$ cat src/rtl/mul_seq_mac.sv
// mul_seq_mac -- iterative shift-add multiplier with optional accumulation.
//
// One WIDTH x WIDTH product per operation (signed or unsigned), computed over
// WIDTH shift-add cycles, then either loaded into or added onto an ACC_WIDTH
// accumulator. A sticky flag records any accumulator overflow.
//
// Ports:
//   clk          rising-edge clock
//   reset        asynchronous active-low reset
//   start        operation request, sampled only when idle
//   in1, in2     multiplicand / multiplier, captured with start
//   signed_mode  1 = two's-complement operands, captured with start
//   acc_en       1 = accumulate, 0 = load, captured with start
//   acc_clr      clears out and overflow, honoured only when idle
//   out          accumulator value
//   done         one-cycle pulse, out holds the new result
//   busy         operation in flight
//   overflow     sticky accumulator overflow
module mul_seq_mac #(
  parameter int WIDTH     = 16,
  parameter int ACC_WIDTH = 2*WIDTH+8
) (
  input  logic                 clk,
  input  logic                 reset,
  input  logic                 start,
  input  logic [WIDTH-1:0]     in1,
  input  logic [WIDTH-1:0]     in2,
  input  logic                 signed_mode,
  input  logic                 acc_en,
  input  logic                 acc_clr,
  output logic [ACC_WIDTH-1:0] out,
  output logic                 done,
  output logic                 busy,
  output logic                 overflow
);

  localparam int CW = $clog2(WIDTH);

  typedef enum logic [1:0] {IDLE, CALC, FIX, DONE} state_t;

  state_t state, state_nxt;

  logic [2*WIDTH-1:0]   mcand;
  logic [2*WIDTH-1:0]   prod;
  logic [WIDTH-1:0]     mplier;
  logic [CW-1:0]        cnt;
  logic                 sign_r;
  logic                 smode_r;
  logic                 accen_r;

  logic [WIDTH-1:0]     mag1, mag2;
  logic [2*WIDTH-1:0]   prod_fix;
  logic [ACC_WIDTH-1:0] ext;
  logic [ACC_WIDTH:0]   sum_w;
  logic                 ovf_s, ovf_hit;

  // Two's-complement negation of the most-negative value yields 2^(WIDTH-1)
  // when read as unsigned, so the magnitude fits in WIDTH bits.
  always_comb begin
    mag1 = in1;
    mag2 = in2;
    if (signed_mode && in1[WIDTH-1]) mag1 = ~in1 + WIDTH'(1);
    if (signed_mode && in2[WIDTH-1]) mag2 = ~in2 + WIDTH'(1);
  end

  always_comb begin
    prod_fix = sign_r ? (~prod + (2*WIDTH)'(1)) : prod;
    ext      = smode_r ? ACC_WIDTH'($signed(prod_fix)) : ACC_WIDTH'(prod_fix);
    sum_w    = {1'b0, out} + {1'b0, ext};
    ovf_s    = (out[ACC_WIDTH-1] == ext[ACC_WIDTH-1]) &&
               (sum_w[ACC_WIDTH-1] != out[ACC_WIDTH-1]);
    ovf_hit  = smode_r ? ovf_s : sum_w[ACC_WIDTH];
  end

  always_ff @(posedge clk or negedge reset) begin
    if (!reset) state <= IDLE;
    else        state <= state_nxt;
  end

  always_comb begin
    state_nxt = state;
    case (state)
      IDLE:    if (start) state_nxt = CALC;
      CALC:    if (cnt == CW'(WIDTH-1)) state_nxt = FIX;
      FIX:     state_nxt = DONE;
      DONE:    state_nxt = IDLE;
      default: state_nxt = IDLE;
    endcase
  end

  // busy and done are registered off the state, so each trails the state
  // register by one cycle: busy rises the cycle after acceptance and done
  // pulses the cycle after the DONE state.
  always_ff @(posedge clk or negedge reset) begin
    if (!reset) begin
      mcand    <= '0;
      prod     <= '0;
      mplier   <= '0;
      cnt      <= '0;
      sign_r   <= 1'b0;
      smode_r  <= 1'b0;
      accen_r  <= 1'b0;
      out      <= '0;
      overflow <= 1'b0;
      busy     <= 1'b0;
      done     <= 1'b0;
    end else begin
      busy <= (state != IDLE);
      done <= (state == DONE);
      case (state)
        IDLE: begin
          // Clear lands now; the accumulate of a simultaneous start happens
          // at FIX, so it naturally builds on the cleared value.
          if (acc_clr) begin
            out      <= '0;
            overflow <= 1'b0;
          end
          if (start) begin
            mcand   <= (2*WIDTH)'(mag1);
            mplier  <= mag2;
            sign_r  <= signed_mode & (in1[WIDTH-1] ^ in2[WIDTH-1]);
            smode_r <= signed_mode;
            accen_r <= acc_en;
            prod    <= '0;
            cnt     <= '0;
          end
        end
        CALC: begin
          if (mplier[0]) prod <= prod + mcand;
          mplier <= mplier >> 1;
          mcand  <= mcand << 1;
          cnt    <= cnt + CW'(1);
        end
        FIX: begin
          if (accen_r) begin
            out <= sum_w[ACC_WIDTH-1:0];
            if (ovf_hit) overflow <= 1'b1;
          end else begin
            out <= ext;
          end
        end
        default: ;
      endcase
    end
  end

endmodule

$ cat config.mk
export PLATFORM = sky130hd
export DESIGN_NAME = mul_seq_mac
export DESIGN_NICKNAME = d
export VERILOG_FILES = /design/src/rtl/mul_seq_mac.sv
export SDC_FILE = /design/constraint.sdc
export NUM_CORES = 1
export LEC_CHECK = 0
export CAP_MARGIN = 5
export CELL_PAD_IN_SITES_DETAIL_PLACEMENT = 1
export CELL_PAD_IN_SITES_GLOBAL_PLACEMENT = 2
export CORE_MARGIN = 1.5
export CORE_UTILIZATION = 39
export DETAILED_ROUTE_END_ITERATION = 8
export GPL_TIMING_DRIVEN = 0
export MAX_ROUTING_LAYER = met4
export PLACE_DENSITY_LB_ADDON = 0.15
export RECOVER_POWER = 50
export SLEW_MARGIN = 20
export SYNTH_ARGS = -nofsm -noshare
export SYNTH_HDL_FRONTEND = slang
export SYNTH_SLANG_ARGS = --single-unit
$ cat constraint.sdc
create_clock -name clk -period 6.9 [get_ports clk]
set_clock_uncertainty 0.2 [all_clocks]
set_input_delay 1.38 -clock clk [delete_from_list [all_inputs] [get_ports clk]]
set_output_delay 1.38 -clock clk [all_outputs]
set_load 0.02 [all_outputs]
# Yosys cells after proc, flatten, opt, wreduce, memory -nomap -nowiden

Cells that the tools add are included.

Order comparisons: 0
Add/subtract/negate cells: 6
Reductions and logical operators: 13
Multiply operators: 0
Div/mod/pow operators: 0
Equal/unequal tests: 12
Shifts and indexed selects: 0
Bitwise operators: 5
Multiplexer cells: 24

Operator list:

| operator              | count |
|---|---|
| $mux 32               | 4 |
| $pmux 32 s2           | 2 |
| $mux 40               | 3 |
| $pmux 40 s2           | 1 |
| $mux 16               | 3 |
| $add 40x40->41        | 1 |
| $add 16x1->16 const B | 2 |
| $add 32x1->32 const B | 1 |
| $add 32x32->32        | 1 |
| $not 16->16           | 2 |
| $not 32->32           | 1 |
| $pmux 16 s2           | 1 |
| $ne 2x2->1 const B    | 6 |
| $pmux 2 s4            | 1 |
| $pmux 4 s2            | 1 |
| $reduce_and 2->1      | 4 |
| $reduce_bool 2->1     | 3 |
| $add 4x1->4 const B   | 1 |
| $eq 2x2->1 const B    | 2 |
| $eq 4x4->1 const B    | 1 |
| $mux 1                | 4 |
| $mux 2                | 2 |
| $mux 4                | 1 |
| $reduce_and 4->1      | 1 |
| 9 further kinds       | 11 |

Bits of input ports: 38
Word-level logic and storage cells: 72
Bits in latches: 0
ROM bits: 0
Flip-flop bits (word level): 132
Memories: 0
Memory bits (writable): 0
Output and inout bits: 43

# Depth between registers and ports, before layout

Word-level depth: 11
Mapped depth: 21

# Worst setup path before layout

No wires, ideal clock.

Kind: reg2reg
From: register prod[18]
To: register out[38]
Path slack: 2276 ps
Data arrival time: 4355 ps
Cell stages (with the launch flop): 18
Required time: 6631 ps
Period minus slack after synthesis: 4624 ps
Cell sequence: dfrtp_1 -> or4_4 -> or4_4 -> or3_1 -> o21a_1 -> xor2_1 -> ha_1 -> clkbuf_1 -> a21o_1 -> a21o_1 -> a21oi_1 -> nand2_1 -> nor3_1 -> o31ai_1 -> or3_1 -> o41ai_1 -> a22oi_1 -> nand3_1

Cells in the longest elaborated chain, start to end: 7

Ends and longest elaborated chain:

| item                   | line | RTL |
|---|---|---|
| start, declared        | 44   | `logic [2*WIDTH-1:0] prod;` |
| start signal, assigned | 129  | `if (mplier[0]) prod <= prod + mcand;` |
| $not 32->32            | 67   | `prod_fix = sign_r ? (~prod + (2*WIDTH)'(1)) : prod;` |
| $add 32x1->32          | 67   |  |
| $mux 32 *              | 67   |  |
| $mux 40 *              | 68   | `ext = smode_r ? ACC_WIDTH'($signed(prod_fix)) : ACC_WIDTH'(prod_fix);` |
| $add 40x40->41         | 69   | `sum_w = {1'b0, out} + {1'b0, ext};` |
| $mux 40 *              | 135  | `if (accen_r) begin` |
| $pmux 40 s2 *          | 110  | `case (state)` |
| end signal, assigned   | 136  | `out <= sum_w[ACC_WIDTH-1:0];` |
| end signal, assigned   | 139  | `out <= ext;` |
| end, declared          | 31   | `output logic [ACC_WIDTH-1:0] out,` |

Every way passes the cells marked *; elsewhere a longest branch is shown, timed or not.
A chain may end at the register's enable or synchronous reset.

# Worst setup path after layout

From: register prod[9]
To: register out[36]

The elaborated chain is that of the path after synthesis.

==> results.sh <==
export IMPL_synthCells=1247
export IMPL_grt_start_max_net_pins=95
export IMPL_holdPathStages=2
export IMPL_critPathSlowestCell="o31ai_1"
export IMPL_antenna_cells=0
export IMPL_synth_area_um2=10200
export IMPL_avgViaCountPerCell=5.66
export IMPL_numPortBuffers=80
export IMPL_cts_buffers=17
export IMPL_dieWidth_um=165
export IMPL_cts_buffer_depth=2
export IMPL_drc=0
export IMPL_synth_fa_ha_area_share_pct=9.36
export IMPL_hold_viol=0
export IMPL_period_needed_ns=5.64
export IMPL_synth_mux_area_share_pct=1.50
export IMPL_required_ns=7.07
export IMPL_cp_cell_sequence="or4_4 > nor3_1 > nand3_1 > o41ai_1 > xnor2_1 > ha_1 > and4_1 > and3_1 > nand2_1 > a2111oi_0 > nor3_1 > o31ai_1 > and2_1 > nand3_1 > a21oi_1 > o21ai_0 > nand2_1"
export IMPL_post_cts_resized=0
export IMPL_clock_sinks=132
export IMPL_hold_class="flip-flop to flip-flop"
export IMPL_antenna_found_initial=0
export IMPL_reg2reg_depth=17
export IMPL_htreeDepth=4
export IMPL_path_max_fanout=7
export IMPL_power_leakage_nw=5.35
export IMPL_drv_cap=2
export IMPL_syn_avg_cell_area_um2=8.17
export IMPL_grt_usage_pct=25.3
export IMPL_grt_overflow=0
export IMPL_cts_hold_buf=0
export IMPL_critPathKind="flip-flop to flip-flop"
export IMPL_yosysTopAreaCellShare_pct=32.4
export IMPL_cts_reportedPaths_clkPinSlew_ns=0.07
export IMPL_core_area_um2=25400
export IMPL_synth_edf_count=0
export IMPL_netlist_top_cells_area="dfrtp_1, ha_1, o21ai_0"
export IMPL_worst_skew_pair_late_latency_ns=0.44
export IMPL_post_cts_buffers=0
export IMPL_crit_arrival_ns=5.81
export IMPL_fin_nets=1460
export IMPL_max_vdd_ir_drop_v=0.000177
export IMPL_synth_top_family_by_area="compound AO/OA/AOI/OAI gates"
export IMPL_r2r_end="out[36]"
export IMPL_cp_end_kind="flip-flop"
export IMPL_die_area_um2=27100
export IMPL_dpl_cell_area_um2=11400
export IMPL_tightest_slew_ns=2.42
export IMPL_synth_cells_most_frequent="o21ai_0, nand2_1, dfrtp_1"
export IMPL_io_pins=81
export IMPL_synth_xor_area_share_pct=9.63
export IMPL_rsz0062_at_grt="false"
export IMPL_startpoint_type="flip-flop"
export IMPL_num_rows=58
export IMPL_syn_nets=1360
export IMPL_place_congestion=0.832
export IMPL_ys_flop_type="dfrtp_1"
export IMPL_hold_start="mplier[9]"
export IMPL_firstDrtPassIters=4
export IMPL_final_setup_tns_ns=0
export IMPL_ys_seq_elements=132
export IMPL_setup_viol=0
export IMPL_yosysWarnings=0
export IMPL_wl_per_cell_um=18.7
export IMPL_synthArstFlopShare_pct=100
export IMPL_yosysSeqAreaShare_pct=32.4
export IMPL_powerDensity_nw_per_um2=506
export IMPL_first_iter_violations=507
export IMPL_die_h_um=165
export IMPL_whs_ns=0.281
export IMPL_fin_cells=1690
export IMPL_yosysTopAreaCell="dfrtp_1"
export IMPL_vias=9567
export IMPL_synth_simple_area_share_pct=16.5
export IMPL_start_util_pct=40.1
export IMPL_stdcell_area_um2=12000
export IMPL_synth_most_common_cell="o21ai_0"
export IMPL_drv_slew=135
export IMPL_dp_cells=1658
export IMPL_violations="capacitance limit, slew limit"
export IMPL_ant_nets=0
export IMPL_wl_mm=31.6
export IMPL_whs_endpoint="mplier[9]"
export IMPL_synth_compound_area_share_pct=27.0
export IMPL_final_period_utilization_pct=81.7
export IMPL_max_stage_delay_ns=0.85
export IMPL_status="complete, but fails checks"
export IMPL_fillers=3096
export IMPL_grt_pass1_wl_mm=52.2
export IMPL_r2r_start="prod[9]"
export IMPL_rrSetupSlack_ns=1.26
export IMPL_dp_hpwl_mm=24.4
export IMPL_grt_pass1_vias=9782
export IMPL_cts_tree="built"
export IMPL_drive_above_1_share_pct=3.90
export IMPL_clock_fmax_ghz=0.177
export IMPL_ys_types=65
export IMPL_areaGrowthSynthToFinish_pct=17.4
export IMPL_cts_root_buffer="clkbuf_16"
export IMPL_relSlewSlack_pct=-61.5
[logic make-up after synthesis]
family / Yosys count
compound gates: 450
xor+xnor: 112
fa+ha+maj: 75
buf+inv: 98
flops: 132
mux: 15
simple gates: 365
[how the worst max path moves through the flow]
stage,startpoint,to,slack (ns),cells after the start
6_report,prod[9],out[36],1.26,17
5_1_grt,prod[9],out[32],0.73,17
4_1_cts,prod[9],out[36],1.29,17
3_5_place_dp,prod[9],out[36],1.32,17
3_3_place_gp,reset,mcand[17],-1.57,1
2_1_floorplan,prod[18],out[38],2.28,17
[layout make-up]
cell class	instances	area, µm²	share of cell area (%)
clock buffer	18	429	3.59
sequential	132	3300	27.6
inverter	43	161	1.35
timing repair buffer	81	800	6.68
multi-input combinational	1017	6520	54.5
clock inverter	14	128	1.07
buffer	55	209	1.75
tap	330	413	3.45
[registers in the layout (all words and copies together) (netlist names)]
register	flops
out	40
mcand	32
prod	32
mplier	16
cnt	4
state	2
accen_r	1
busy	1
done	1
overflow	1
sign_r	1
smode_r	1
[critical path, delay by kind of cell, from the launching register on]
family,cells,cell delay (ns)
AO/OA/AOI/OAI,5,2.01
flip-flops,1,0.46
adder cells (fa/ha/maj),1,0.42
AND/OR/NAND/NOR,10,2.31
XOR/XNOR,1,0.18
[report_power, final]
part | total (mW) | leakage [nW] | switching (mW) | internal (mW)
combinational | 3.80 | 3.35 | 2.36 | 1.44
clock | 0.887 | 0.263 | 0.389 | 0.499
sequential | 1.37 | 1.74 | 0.315 | 1.05
[metrics by stage]
stage | setup slack (ns) | utilization (%) | power [mW]
2_1_floorplan | 2.28 | - | 4.00
3_3_place_gp | -1.57 | 44.9 | 5.09
3_5_place_dp | 1.32 | 45.0 | 5.18
4_1_cts | 1.29 | 47.2 | 6.11
6_report | 1.26 | 47.1 | 6.05
5_1_grt | 0.732 | 47.1 | 6.63
[per-layer routing]
metal / global-route usage (%) / up-vias / part of all wire [%]
met5: - / - / 0
met2: 42.6 / 118 / 49
met3: 3.14 / 25 / 2.2
met1: 32.5 / 4722 / 47
li1: - / 4702 / -
met4: 5.69 / 0 / 1.4
[cell usage in the layout (no fill, tap or decap), types with 10 or more instances in the layout]
cell type	instances
clkbuf_16	17
o31ai_1	19
dfrtp_1	132
inv_1	41
dlygate4sd3_1	12
clkdlybuf4s50_1	67
nand2b_1	13
nand2_1	161
a22o_1	23
o21bai_1	15
xor2_1	45
mux2i_1	13
a21oi_1	110
and3_1	10
o21ai_0	172
nand3_1	31
ha_1	73
nor3_1	15
or3_1	10
a21o_1	36
xnor2_1	67
nor2_1	74
clkbuf_1	52
No activity file was read; power rests on OpenSTA's default activity.
